===== config.mk =====
export PLATFORM = sky130hd
export DESIGN_NAME = tmr_reg_scrubber_flat
export DESIGN_NICKNAME = d
export VERILOG_FILES = /design/src/rtl/tmr_pkg.sv /design/src/rtl/tmr_reg_scrubber_if.sv /design/src/rtl/tmr_vote.sv /design/src/rtl/tmr_reg_scrubber.sv /design/src/flat_wrapper.sv
export SDC_FILE = /design/constraint.sdc
export NUM_CORES = 1
export LEC_CHECK = 0
export BUFFER_PORTS_ARGS = -buffer_cell sky130_fd_sc_hd__buf_4
export CORE_MARGIN = 2
export CORE_UTILIZATION = 50
export DETAILED_ROUTE_END_ITERATION = 8
export PLACE_DENSITY = 0.75
export SETUP_SLACK_MARGIN = 0.1
export SYNTH_ARGS = -nofsm -noshare
export SYNTH_HDL_FRONTEND = slang
export SYNTH_HIERARCHICAL = 1
export SYNTH_SLANG_ARGS = --single-unit

===== constraint.sdc =====
create_clock -name clk -period 14.1 [get_ports clk]
set_clock_uncertainty 0.1 [all_clocks]
set_input_delay 4.23 -clock clk [delete_from_list [all_inputs] [get_ports clk]]
set_output_delay 4.23 -clock clk [all_outputs]
set_load 0.02 [all_outputs]

===== src/rtl/tmr_pkg.sv =====
// Shared types and the bitwise majority vote used by every TMR read point.
package tmr_pkg;

  typedef enum logic [1:0] {
    IDLE = 2'd0,
    READ = 2'd1,
    FIX  = 2'd2
  } scrub_state_e;

  // Widest entry the vote helper supports; callers cast down to their width.
  localparam int MAX_W = 64;

  function automatic logic [MAX_W-1:0] maj3(input logic [MAX_W-1:0] a,
                                            input logic [MAX_W-1:0] b,
                                            input logic [MAX_W-1:0] c);
    return (a & b) | (a & c) | (b & c);
  endfunction

endpackage


===== src/rtl/tmr_reg_scrubber_if.sv =====
// Write, read, fault-injection and scrub-status bundle of the TMR register bank.
interface tmr_reg_scrubber_if #(
  parameter int WIDTH = 8,
  parameter int DEPTH = 4,
  parameter int CNT_W = 8
);
  localparam int AW = $clog2(DEPTH);

  logic             wr_valid;
  logic             wr_ready;
  logic [AW-1:0]    wr_addr;
  logic [WIDTH-1:0] wr_data;
  logic             rd_req;
  logic [AW-1:0]    rd_addr;
  logic             rd_valid;
  logic [WIDTH-1:0] rd_data;
  logic             rd_err;
  logic             inj_en;
  logic [1:0]       inj_copy;
  logic [AW-1:0]    inj_addr;
  logic [WIDTH-1:0] inj_mask;
  logic             err_pulse;
  logic [CNT_W-1:0] err_cnt;
  logic             scrub_busy;

  modport master (
    output wr_valid, wr_addr, wr_data, rd_req, rd_addr,
           inj_en, inj_copy, inj_addr, inj_mask,
    input  wr_ready, rd_valid, rd_data, rd_err, err_pulse, err_cnt, scrub_busy
  );

  modport slave (
    input  wr_valid, wr_addr, wr_data, rd_req, rd_addr,
           inj_en, inj_copy, inj_addr, inj_mask,
    output wr_ready, rd_valid, rd_data, rd_err, err_pulse, err_cnt, scrub_busy
  );
endinterface


===== src/rtl/tmr_vote.sv =====
// Bitwise 2-of-3 vote over one entry plus a flag when any copy disagrees with it.
module tmr_vote
  import tmr_pkg::*;
#(
  parameter int WIDTH = 8
) (
  input  logic [WIDTH-1:0] a,
  input  logic [WIDTH-1:0] b,
  input  logic [WIDTH-1:0] c,
  output logic [WIDTH-1:0] voted,
  output logic             mismatch
);

  assign voted    = WIDTH'(maj3(MAX_W'(a), MAX_W'(b), MAX_W'(c)));
  assign mismatch = (a != voted) || (b != voted) || (c != voted);

endmodule


===== src/rtl/tmr_reg_scrubber.sv =====
// Triple-redundant register bank with voted read-back and a background scrubber
// that rewrites any entry whose three copies disagree.
//
// state | meaning
// IDLE  | gap timer counting down to the next scrub step
// READ  | vote entry scrub_ptr, decide repair or advance
// FIX   | write voted value to all copies of scrub_ptr, count the repair
module tmr_reg_scrubber
  import tmr_pkg::*;
#(
  parameter int               WIDTH     = 8,
  parameter int               DEPTH     = 4,
  parameter logic [WIDTH-1:0] RSTVAL    = {WIDTH{1'b0}},
  parameter int               SCRUB_GAP = 16,
  parameter int               CNT_W     = 8
) (
  input logic               clk,
  input logic               rst,
  tmr_reg_scrubber_if.slave bus
);

  localparam int AW    = $clog2(DEPTH);
  localparam int GAP_W = $clog2(SCRUB_GAP + 2);

  logic [WIDTH-1:0] mem [3][DEPTH];
  scrub_state_e     state;
  logic [GAP_W-1:0] gap_cnt;
  logic [AW-1:0]    scrub_ptr;
  logic [AW-1:0]    ptr_next;
  logic [WIDTH-1:0] fix_data;
  logic [WIDTH-1:0] rd_vote, sc_vote;
  logic             rd_mis, sc_mis;
  logic             wr_fire, stale;
  logic             wr_ready_q, scrub_busy_q, err_pulse_q;
  logic [CNT_W-1:0] err_cnt_q;
  logic             rd_valid_q, rd_err_q;
  logic [WIDTH-1:0] rd_data_q;

  tmr_vote #(.WIDTH(WIDTH)) u_rd_vote (
    .a(mem[0][bus.rd_addr]), .b(mem[1][bus.rd_addr]), .c(mem[2][bus.rd_addr]),
    .voted(rd_vote), .mismatch(rd_mis)
  );

  tmr_vote #(.WIDTH(WIDTH)) u_sc_vote (
    .a(mem[0][scrub_ptr]), .b(mem[1][scrub_ptr]), .c(mem[2][scrub_ptr]),
    .voted(sc_vote), .mismatch(sc_mis)
  );

  assign wr_fire  = bus.wr_valid && wr_ready_q;
  // A write landing on the entry under vote makes that vote obsolete.
  assign stale    = wr_fire && (bus.wr_addr == scrub_ptr);
  assign ptr_next = (scrub_ptr == AW'(DEPTH - 1)) ? '0 : scrub_ptr + 1'b1;

  always_ff @(posedge clk or posedge rst) begin
    if (rst) begin
      for (int c = 0; c < 3; c++)
        for (int e = 0; e < DEPTH; e++)
          mem[c][e] <= RSTVAL;
    end else begin
      for (int c = 0; c < 3; c++)
        for (int e = 0; e < DEPTH; e++)
          if (state == FIX && scrub_ptr == AW'(e))
            mem[c][e] <= fix_data;
          else if (wr_fire && bus.wr_addr == AW'(e))
            mem[c][e] <= bus.wr_data;
          else if (bus.inj_en && bus.inj_copy == 2'(c) && bus.inj_addr == AW'(e))
            mem[c][e] <= mem[c][e] ^ bus.inj_mask;
    end
  end

  always_ff @(posedge clk or posedge rst) begin
    if (rst) begin
      state        <= IDLE;
      gap_cnt      <= GAP_W'(SCRUB_GAP);
      scrub_ptr    <= '0;
      fix_data     <= '0;
      wr_ready_q   <= 1'b1;
      scrub_busy_q <= 1'b0;
      err_pulse_q  <= 1'b0;
      err_cnt_q    <= '0;
    end else begin
      err_pulse_q <= 1'b0;
      case (state)
        IDLE: begin
          if (gap_cnt <= GAP_W'(1)) begin
            state        <= READ;
            scrub_busy_q <= 1'b1;
          end else begin
            gap_cnt <= gap_cnt - 1'b1;
          end
        end
        READ: begin
          if (sc_mis && !stale) begin
            state      <= FIX;
            fix_data   <= sc_vote;
            wr_ready_q <= 1'b0;
          end else begin
            scrub_ptr    <= ptr_next;
            gap_cnt      <= GAP_W'(SCRUB_GAP);
            state        <= (SCRUB_GAP == 0) ? READ : IDLE;
            scrub_busy_q <= (SCRUB_GAP == 0);
          end
        end
        FIX: begin
          err_pulse_q  <= 1'b1;
          if (err_cnt_q != {CNT_W{1'b1}})
            err_cnt_q <= err_cnt_q + 1'b1;
          scrub_ptr    <= ptr_next;
          gap_cnt      <= GAP_W'(SCRUB_GAP);
          wr_ready_q   <= 1'b1;
          state        <= (SCRUB_GAP == 0) ? READ : IDLE;
          scrub_busy_q <= (SCRUB_GAP == 0);
        end
        default: begin
          state        <= IDLE;
          scrub_busy_q <= 1'b0;
          wr_ready_q   <= 1'b1;
        end
      endcase
    end
  end

  always_ff @(posedge clk or posedge rst) begin
    if (rst) begin
      rd_valid_q <= 1'b0;
      rd_data_q  <= '0;
      rd_err_q   <= 1'b0;
    end else begin
      rd_valid_q <= bus.rd_req;
      if (bus.rd_req) begin
        rd_data_q <= rd_vote;
        rd_err_q  <= rd_mis;
      end
    end
  end

  assign bus.wr_ready   = wr_ready_q;
  assign bus.rd_valid   = rd_valid_q;
  assign bus.rd_data    = rd_data_q;
  assign bus.rd_err     = rd_err_q;
  assign bus.err_pulse  = err_pulse_q;
  assign bus.err_cnt    = err_cnt_q;
  assign bus.scrub_busy = scrub_busy_q;

endmodule

===== src/flat_wrapper.sv =====
// flat-port wrapper written by rule: the top's interface ports become plain ports
module tmr_reg_scrubber_flat import tmr_pkg::*;
#(
  parameter int               WIDTH     = 8,
  parameter int               DEPTH     = 4,
  parameter logic [WIDTH-1:0] RSTVAL    = {WIDTH{1'b0}},
  parameter int               SCRUB_GAP = 16,
  parameter int               CNT_W     = 8
)
  (clk, rst, bus_wr_valid, bus_wr_addr, bus_wr_data, bus_rd_req, bus_rd_addr, bus_inj_en, bus_inj_copy, bus_inj_addr, bus_inj_mask, bus_wr_ready, bus_rd_valid, bus_rd_data, bus_rd_err, bus_err_pulse, bus_err_cnt, bus_scrub_busy);
  tmr_reg_scrubber_if #(.WIDTH(WIDTH), .DEPTH(DEPTH), .CNT_W(CNT_W)) bus_i ();
  input logic clk;
  input logic rst;
  input wire logic [$bits(bus_i.wr_valid)-1:0] bus_wr_valid;
  input wire logic [$bits(bus_i.wr_addr)-1:0] bus_wr_addr;
  input wire logic [$bits(bus_i.wr_data)-1:0] bus_wr_data;
  input wire logic [$bits(bus_i.rd_req)-1:0] bus_rd_req;
  input wire logic [$bits(bus_i.rd_addr)-1:0] bus_rd_addr;
  input wire logic [$bits(bus_i.inj_en)-1:0] bus_inj_en;
  input wire logic [$bits(bus_i.inj_copy)-1:0] bus_inj_copy;
  input wire logic [$bits(bus_i.inj_addr)-1:0] bus_inj_addr;
  input wire logic [$bits(bus_i.inj_mask)-1:0] bus_inj_mask;
  output wire logic [$bits(bus_i.wr_ready)-1:0] bus_wr_ready;
  output wire logic [$bits(bus_i.rd_valid)-1:0] bus_rd_valid;
  output wire logic [$bits(bus_i.rd_data)-1:0] bus_rd_data;
  output wire logic [$bits(bus_i.rd_err)-1:0] bus_rd_err;
  output wire logic [$bits(bus_i.err_pulse)-1:0] bus_err_pulse;
  output wire logic [$bits(bus_i.err_cnt)-1:0] bus_err_cnt;
  output wire logic [$bits(bus_i.scrub_busy)-1:0] bus_scrub_busy;
  assign bus_i.wr_valid = bus_wr_valid;
  assign bus_i.wr_addr = bus_wr_addr;
  assign bus_i.wr_data = bus_wr_data;
  assign bus_i.rd_req = bus_rd_req;
  assign bus_i.rd_addr = bus_rd_addr;
  assign bus_i.inj_en = bus_inj_en;
  assign bus_i.inj_copy = bus_inj_copy;
  assign bus_i.inj_addr = bus_inj_addr;
  assign bus_i.inj_mask = bus_inj_mask;
  assign bus_wr_ready = bus_i.wr_ready;
  assign bus_rd_valid = bus_i.rd_valid;
  assign bus_rd_data = bus_i.rd_data;
  assign bus_rd_err = bus_i.rd_err;
  assign bus_err_pulse = bus_i.err_pulse;
  assign bus_err_cnt = bus_i.err_cnt;
  assign bus_scrub_busy = bus_i.scrub_busy;
  tmr_reg_scrubber #(.WIDTH(WIDTH), .DEPTH(DEPTH), .RSTVAL(RSTVAL), .SCRUB_GAP(SCRUB_GAP), .CNT_W(CNT_W)) u_core (.clk(clk), .rst(rst), .bus(bus_i));
endmodule

==> results of run 1 <==
## through the flow
| step | utilization | cell area, um2 | instances | power, W |
|---|---|---|---|---|
| 2_1_floorplan | - | 9260 | 875 | 0.00156 |
| 3_3_place_gp | 0.526 | 9520 | 1100 | 0.00181 |
| 3_5_place_dp | 0.526 | 9520 | 1100 | 0.00185 |
| 4_1_cts | 0.557 | 10100 | 1130 | 0.00229 |
| 5_1_grt | 0.557 | 10100 | 1130 | 0.00246 |
| 6_report | 0.557 | 10100 | 1130 | 0.00232 |
## report_power, final
group | total, W | switching, W | internal [W]
Sequential | 0.000775 | 0.000212 | 0.000563
Clock | 0.000435 | 0.000163 | 0.000272
Combinational | 0.00111 | 0.000590 | 0.000520
## layout by cell type (no fill, tap or decap), types with 3 or more instances in the layout
cell and instances:
dfrtp_1 131, o21a_1 102, o31ai_1 94, o21ai_0 80, buf_4 52, mux4_2 48, nand2_1 45, a21oi_1 41
nor3_1 37, and3b_1 34, nor2_1 33, o21ai_1 21, mux2_2 19, clkbuf_16 17, a211oi_4 12, ha_1 10
and2_1 8, inv_1 8, and3_1 7, a21oi_2 7, clkbuf_1 6, xnor2_1 6, maj3_1 6, nand3_1 5
xor2_1 4, o221ai_1 4, o22ai_1 4, clkbuf_8 3, o31ai_2 3, a31o_2 3
## critical path, stage by stage
cell and delay (ns):
buf_4 0.38, mux4_2 0.62, a21oi_1 0.23, o221ai_1 0.18, a2111oi_2 0.34, nand3_1 0.11, mux2_2 0.28
## state kept, by name, indices dropped and copies added (netlist names)
name,flops
u_core/mem,96
u_core/bus.err_cnt,8
u_core/bus.rd_data,8
u_core/fix_data,8
u_core/gap_cnt,5
u_core/scrub_ptr,2
u_core/state,2
u_core/bus.err_pulse,1
u_core/bus.rd_err,1
u_core/bus.rd_valid,1
u_core/bus.scrub_busy,1
u_core/bus.wr_ready,1
## worst max-delay path by stage
| stage | slack [ns] | end | depth (start not counted) |
|---|---|---|---|
| 2_1_floorplan | 6.19 | u_core/bus.err_cnt[0] | 1 |
| 3_3_place_gp | 7.59 | u_core/bus.rd_err | 7 |
| 3_5_place_dp | 7.55 | u_core/bus.rd_err | 7 |
| 4_1_cts | 7.95 | u_core/bus.rd_err | 7 |
| 5_1_grt | 7.82 | u_core/bus.rd_err | 7 |
| 6_report | 7.91 | u_core/bus.rd_err | 7 |
## layer usage
| metal | GRT usage | vias to the layer above | part of all wire |
|---|---|---|---|
| met1 | 0.372 | 3866 | 0.40 |
| met3 | 0.0769 | 121 | 0.099 |
| li1 | - | 3451 | - |
| met5 | 0 | - | 0 |
| met4 | 0.164 | 0 | 0.057 |
| met2 | 0.440 | 488 | 0.45 |
## kinds of logic after synthesis
family	after synthesis	synth area share
muxes	68	0.141
buffers and inverters	65	0.0493
adders and majority gates	17	0.0214
and+or+nand+nor	196	0.120
xor gates and xnor gates	10	0.00946
AOI/OAI and AO/OA	385	0.296
DFF	134	0.363
## layout make-up
cell class	count	share of cell area
Clock inverter	4	0.00695
Tap cell	229	0.0284
Multi-Input combinational cell	676	0.540
Sequential cell	134	0.333
Clock buffer	26	0.0485
Inverter	9	0.00385
Timing Repair Buffer	52	0.0387
==> results.json, run 1 <==
{
  "outcome": "complete, but fails checks",
  "violations": "DRC",
  "via_per_inst": 7.01,
  "synth_edf_count": 0,
  "die_area_um2": 19600,
  "min_period_ns": 6.19,
  "fmax_mhz": 161,
  "drv_cap": 0,
  "dpl.hpwl_um": 18300,
  "grt_pass1_wl_um": 43000,
  "diodes": 0,
  "path_clk_slew_ns": 0.06,
  "grt_use_total": 0.288,
  "hp-class": "reg2reg",
  "finalWorstSetupSlack_ns": 7.91,
  "drtAntennaViolNets": 0,
  "min_to": "u_core/bus.scrub_busy",
  "synthCells": 875,
  "antenna_found_initial": 0,
  "grt_pass1_vias": 7800,
  "synth_nets": 915,
  "hold_ws_ns": 0.404,
  "synth_cell_types": 61,
  "finalSetupTns_ns": 0,
  "wire_per_inst_um": 24.5,
  "gr-total-overflow": 0,
  "globalplace.congestion": 0.944,
  "ys_top_cells_by_count": "dfrtp_1, o21a_1, o31ai_1",
  "clk_latency_ns": 0.43,
  "min_period_over_period": 0.439,
  "regArea_um2": 3360,
  "core_area_um2": 18100,
  "layout-drive-gt1-share": 0.202,
  "grt_max_degree": 85,
  "postCtsHoldBufs": 0,
  "finalNetCount": 930,
  "drcViolationCount": 5,
  "vias": 7926,
  "synth_top_area_cell": "dfrtp_1",
  "chipHeight_um": 140,
  "vdd_drop_max_v": 0.000127,
  "synth_top_cell_area_share": 0.357,
  "cts_made_buffers": 17,
  "critPathRequiredTime_ns": 14.31,
  "rsz0062_at_grt": "false",
  "worst_setup_path_end_kind": "flop",
  "hold_violations": 0,
  "cts_max_level": 4,
  "fp-row-count": 49,
  "max-clock-path-buffers": 2,
  "hold_depth": 1,
  "async_reset_ff_frac": 1.00,
  "critPathMaxFanout": 24,
  "hp-start": "u_core/bus.scrub_busy",
  "first_pass_iters": 9,
  "die_width_um": 140,
  "synth-main-ff-cell": "dfrtp_1",
  "ys_seq_area_frac": 0.363,
  "r2r-end": "u_core/gap_cnt[4]",
  "synth_area_um2": 9260,
  "max_slew_margin": 0.173,
  "start_util": 0.512,
  "startpoint": "bus_rd_addr[0]",
  "timing.rr.start": "u_core/scrub_ptr[0]",
  "post_cts_resized": 0,
  "cts_tree": "done",
  "reg2reg_slack_ns": 10.17,
  "cellPowerDensity_nw_per_um2": 230,
  "worstSetupPathType": "in2reg",
  "dpl_worst_slack_ns": 7.55,
  "yosysWarningCount": 6,
  "synth_top_cells_by_area": "dfrtp_1, mux4_2, o21a_1",
  "startpoint_type": "input port",
  "leakage_nw": 4.03,
  "reg2regPathDepth": 10,
  "wirelength_um": 27700,
  "setup_violations": 0,
  "ys_ff_latch": 134,
  "io_buffers": 49,
  "timing.final.max_slew_violations": 0,
  "yosysMostFrequentCell": "dfrtp_1",
  "root_buffer": "clkbuf_16",
  "multi_input_area_um2": 5450,
  "crit_arrival_ns": 6.40,
  "worst_slew_pin_slew_ns": 1.24,
  "ios": 50,
  "syn_area_per_cell_um2": 10.6,
  "drt_iter0_drc": 928,
  "fillers": 1538,
  "area_delta_synth_final_pct": 8.88,
  "post_cts_buffers": 0,
  "cts_sinks": 134
}
Note: power is estimated with default switching activity, not from simulation.
==> run 2: changes to the inputs <==
ABC_AREA = 1   (was not set)
clock period = 5.98 ns   (was 14.1 ns; I/O delays follow)
==> run 2 against run 1 <==
The flow now finishes without violations. Die area grew 21%. Hold slack worse by 0.021 ns. Total power grew to 3.0 times the previous value. Global-route usage increased by 4.2 points. Highest routed layer is now met5. Cell count increased by 96%.
==> results.json, run 2 <==
{
  "outcome": "completed",
  "synth_top_cell_area_share": 0.293,
  "async_reset_ff_frac": 1.00,
  "ys_ff_latch": 134,
  "fillers": 2168,
  "synth_area_um2": 11300,
  "critPathCapture": "u_core/bus.rd_err",
  "drv_cap": 0,
  "drtAntennaViolNets": 0,
  "largest_reg_flops": 96,
  "gr-usage-met1": 0.452,
  "gr-total-overflow": 0,
  "ys_top_cells_by_count": "nand2_1, o21ai_0, nor2_1",
  "hold_violations": 0,
  "layout_common_cells": "nand2_1, o21ai_0, nor2_1",
  "wirelength_um": 38900,
  "synth_top_area_cell": "dfrtp_1",
  "leakage_nw": 6.91,
  "max-clock-path-buffers": 2,
  "synth_cell_types": 33,
  "io_buffers": 49,
  "hp-class": "reg2reg",
  "cellPowerDensity_nw_per_um2": 572,
  "layout_commonest_cell": "nand2_1",
  "area_delta_synth_final_pct": 9.30,
  "cts_max_level": 4,
  "clk_latency_ns": 0.44,
  "start_util": 0.514,
  "grt_util_met3": 0.0838,
  "postCtsHoldBufs": 0,
  "post_cts_buffers": 0,
  "timing.rr.start": "u_core/scrub_ptr[0]",
  "critPathMaxFanout": 37,
  "post_cts_resized": 0,
  "worst_slew_pin_slew_ns": 1.12,
  "layout-drive-gt1-share": 0.0835,
  "fmax_mhz": 229,
  "first_pass_iters": 7,
  "grt.met2_usage": 0.494,
  "finalNetCount": 1955,
  "synth_nets": 1942,
  "worst_setup_path_end_kind": "flop",
  "path_clk_slew_ns": 0.07,
  "grt_pass1_vias": 11100,
  "yosysWarningCount": 6,
  "p_total_w": 0.00706,
  "drcViolationCount": 0,
  "chipHeight_um": 154,
  "fp-row-count": 54,
  "max_slew_margin": 0.251,
  "placed_area_um2": 11800,
  "synthCells": 1902,
  "synth_top_cells_by_area": "dfrtp_1, nand2_1, o21ai_0",
  "top_register": "u_core/mem",
  "vdd_drop_max_v": 0.000419,
  "die_width_um": 154,
  "ys_seq_area_frac": 0.297,
  "crit_arrival_ns": 4.59,
  "via_per_inst": 5.63,
  "antenna_found_initial": 2,
  "yosysMostFrequentCell": "nand2_1",
  "min_period_ns": 4.37,
  "timing.final.max_slew_violations": 0,
  "cts_made_buffers": 17,
  "startpoint_type": "input port",
  "synth-main-ff-cell": "dfrtp_1",
  "setup_violations": 0,
  "vias": 12400,
  "wire_per_inst_um": 17.6,
  "drt_iter0_drc": 1552,
  "ios": 50,
  "root_buffer": "clkbuf_16",
  "reg2reg_slack_ns": 1.93,
  "dpl.hpwl_um": 28500,
  "grt_pass1_wl_um": 61100,
  "synth_edf_count": 0,
  "die_area_um2": 23800,
  "r2r-end": "u_core/gap_cnt[1]",
  "final_cell_area_um2": 12300,
  "cts_sinks": 134,
  "reg2regPathDepth": 15,
  "top_usage_layer": "met2",
  "rsz0062_at_grt": "false",
  "hp-start": "u_core/gap_cnt[4]",
  "grt_max_degree": 76,
  "critPathRequiredTime_ns": 6.20,
  "cts_tree": "done",
  "syn_area_per_cell_um2": 5.93,
  "finalSetupTns_ns": 0,
  "startpoint": "bus_rd_addr[0]",
  "globalplace.congestion": 0.975,
  "min_period_over_period": 0.730,
  "grt_use_total": 0.330,
  "core_area_um2": 22000,
  "worstSetupPathType": "in2reg"
}
## run 2: where the power goes
group	total, W	internal (W)	switching, W
Clock	0.00102	0.000546	0.000476
Sequential	0.00194	0.00134	0.000597
Combinational	0.00410	0.00133	0.00277
Total	0.00706	0.00322	0.00384
## run 2: cell type report
class                   count  area (um2)  share of cell area
multi-input cells        1528        6940               0.563
flip-flops and latches    134        3360               0.272
inverters                 175         669              0.0543
repair buffers             59         455              0.0369
clock buffers              17         425              0.0345
well taps                 280         350              0.0284
clock inverters            15         131              0.0107
diodes                      2        5.00            0.000406
## run 2: worst max-delay path, cell delays in order
cell      delay, ns
buf_4          0.26
clkinv_1       0.70
buf_12         0.43
a21oi_1        0.14
o21ai_0        0.08
o21ai_0        0.21
inv_1          0.16
nand3_1        0.10
nand2_1        0.07
nor2_1         0.11
nand2_1        0.06
nor2_1         0.10
nand3_1        0.09
mux2_2         0.26
## run 2: stage by stage
step,utilization,std cells,hold slack (ns),worst slack (ns)
after floorplan,-,1902,0.351,0.507
after global placement,0.536,2176,0.362,1.33
after detailed placement,0.536,2176,0.377,1.24
after CTS,0.561,2208,0.384,1.69
after global routing,0.562,2210,0.410,1.26
final,0.562,2210,0.383,1.61
## run 2: metal layers
layer  part of all wire  up-vias
li1                   -     6031
met1               0.42     5635
met2               0.42      684
met3               0.12       97
met4              0.039        2
met5             0.0011        -
## run 2: worst min path at each step
stage	end	cells past startpoint
after global placement	u_core/gap_cnt[4]	2
after detailed placement	u_core/gap_cnt[4]	2
after global routing	u_core/gap_cnt[4]	2
after CTS	u_core/gap_cnt[4]	2
after floorplan	u_core/gap_cnt[4]	2
final	u_core/gap_cnt[4]	2
## run 2: cell families after synthesis
kind of cell / synth area share
buffers and inverters: 0.0875
and+or+nand+nor: 0.406
adders and majority gates: 0.0122
muxes: 0.00898
DFF: 0.297
xor gates and xnor gates: 0.0342
AOI/OAI and AO/OA: 0.154
==> run 3: changes to the inputs <==
ABC_AREA = 0   (was 1)
clock period = 4.5 ns   (was 5.98 ns; I/O delays follow)
==> run 3 against run 2 <==
The flow now finishes with violations (DRC). Total power is 5.5% higher. Count of clock-buffer cells in the layout stayed put. Via count is 34% lower. Die area is 18% lower. Combinational power is 14% lower. Non-clock buffer count is 14 higher. Clock power is 43% higher. Routed wire length is 26% lower. First-iteration DRC count is 21% lower. Critical endpoint is now u_core/bus.scrub_busy. Largest power group unchanged. Highest routed layer is now met4.
==> results.json, run 3 (synthesis results as in run 1) <==
{
  "outcome": "complete, but fails checks",
  "violations": "DRC",
  "setup_violations": 0,
  "timing.final.max_slew_violations": 0,
  "min_period_ns": 3.76,
  "worstSetupPathType": "reg2reg",
  "drcViolationCount": 2,
  "leakage_nw": 4.17,
  "worst_setup_path_end_kind": "flop",
  "antenna_found_initial": 0,
  "grt_use_total": 0.299,
  "drtAntennaViolNets": 0,
  "area_delta_synth_final_pct": 11.4,
  "cellPowerDensity_nw_per_um2": 723,
  "rsz0062_at_grt": "false",
  "grt_pass1_vias": 7836,
  "layout-drive-gt1-share": 0.227,
  "hp-class": "reg2reg",
  "root_buffer": "clkbuf_16",
  "post_cts_buffers": 0,
  "grt_pass1_wl_um": 44500,
  "chipHeight_um": 140,
  "cts_made_buffers": 17,
  "finalNetCount": 951,
  "globalplace.congestion": 0.989,
  "cts_sinks": 134,
  "reg2regPathDepth": 11,
  "diodes": 0,
  "finalWorstSetupSlack_ns": 0.737,
  "drt_iter0_drc": 1228,
  "crit_family": "compound AO/OA/AOI/OAI gates",
  "core_area_um2": 18100,
  "crit_buf_inv": 2,
  "max_stage_delay_ns": 0.94,
  "worst_slew_pin_slew_ns": 1.17,
  "critPathRequiredTime_ns": 4.71,
  "cts_tree": "done",
  "largest_reg_flops": 96,
  "gr-total-overflow": 0,
  "ios": 50,
  "hold_violations": 0,
  "clk_latency_ns": 0.43,
  "via_per_inst": 7.09,
  "postCtsHoldBufs": 0,
  "wirelength_um": 28700,
  "first_pass_iters": 9,
  "hold_depth": 1,
  "die_area_um2": 19600,
  "startpoint_type": "flop",
  "max_slew_margin": 0.220,
  "p_total_w": 0.00745,
  "finalSetupTns_ns": 0,
  "fmax_mhz": 266,
  "start_util": 0.512,
  "io_buffers": 49,
  "crit_arrival_ns": 3.98,
  "die_width_um": 140,
  "vdd_drop_max_v": 0.000436,
  "top_register": "u_core/mem",
  "crit_top_cell": "buf_4",
  "dpl.hpwl_um": 20100,
  "drv_cap": 0,
  "slowest_stage": "dfrtp_1",
  "hold_ws_ns": 0.405,
  "fp-row-count": 49,
  "cts_max_level": 4,
  "path_clk_slew_ns": 0.06,
  "wire_per_inst_um": 24.9,
  "cp_cell_sequence": "buf_4, mux4_2, and3_1, o22ai_1, a211oi_1, nand3_1, nand2_1, a41oi_2, buf_4, nor2_1, o22a_1",
  "layout_commonest_cell": "dfrtp_1",
  "cp_num_cells": 11,
  "layout_common_cells": "dfrtp_1, o21a_1, o31ai_1",
  "critPathMaxFanout": 20,
  "dpl_worst_slack_ns": 0.813,
  "grt_max_degree": 42,
  "vias": 8174,
  "post_cts_resized": 0,
  "min_period_over_period": 0.836,
  "max-clock-path-buffers": 2
}
## run 3: changes by cell type in the layout (fill, tap and decap cells not counted), moves of 93 or more
cell and change:
inv_1 -136, nand2_1 -760, nand3_1 -135, nor2_1 -132, o21a_1 +93, o21ai_0 -111, o31ai_1 +94
## run 3: layout make-up
class | instances | area (um2)
clock inverters | 15 | 186
clock buffers | 17 | 425
well taps | 229 | 287
fillers | 1526 | 7780
flip-flops and latches | 134 | 3360
multi-input cells | 676 | 5440
inverters | 9 | 37.5
repair buffers | 73 | 573
## run 3: through the flow
step           area [um2]  std cells   util
2_1_floorplan        9260        875      -
3_3_place_gp         9700       1121  0.536
3_5_place_dp         9700       1121  0.536
4_1_cts             10300       1153  0.570
5_1_grt             10300       1153  0.570
6_report            10300       1153  0.570
## run 3: path summary, 6_finish.rpt
path                                  startpoint                     to  slack, ns
setup reg to reg             u_core/scrub_ptr[1]  u_core/bus.scrub_busy       0.74
max in group asynchronous                    rst         u_core/mem[25]       2.55
hold reg to reg            u_core/bus.rd_data[2]  u_core/bus.rd_data[2]       0.40
setup / recovery             u_core/scrub_ptr[1]  u_core/bus.scrub_busy       0.74
hold / removal             u_core/bus.rd_data[2]  u_core/bus.rd_data[2]       0.40
min in group asynchronous                    rst         u_core/mem[69]       0.94
## run 3: power breakdown
| group | internal, W | switching [W] | total, W |
|---|---|---|---|
| registers | 0.00176 | 0.000717 | 0.00248 |
| clock network | 0.000919 | 0.000541 | 0.00146 |
| logic | 0.00168 | 0.00183 | 0.00351 |
| total | 0.00436 | 0.00309 | 0.00745 |
## run 3: worst reg2reg max path, cell delays in order, from the launching register on
cell and delay, ns:
dfrtp_1 0.94, buf_4 0.28, mux4_2 0.53, and3_1 0.19, o22ai_1 0.15, a211oi_1 0.07
nand3_1 0.11, nand2_1 0.07, a41oi_2 0.69, buf_4 0.29, nor2_1 0.06, o22a_1 0.17
## run 3: metal layers
| metal | part of all wire | GRT usage | wire length (um) | vias up |
|---|---|---|---|---|
| met2 | 0.45 | 0.451 | 12900 | 567 |
| met5 | 0 | 0 | 0 | - |
| met1 | 0.38 | 0.398 | 10900 | 3984 |
| met4 | 0.052 | 0.150 | 1490 | 0 |
| li1 | - | - | - | 3497 |
| met3 | 0.12 | 0.0817 | 3430 | 126 |
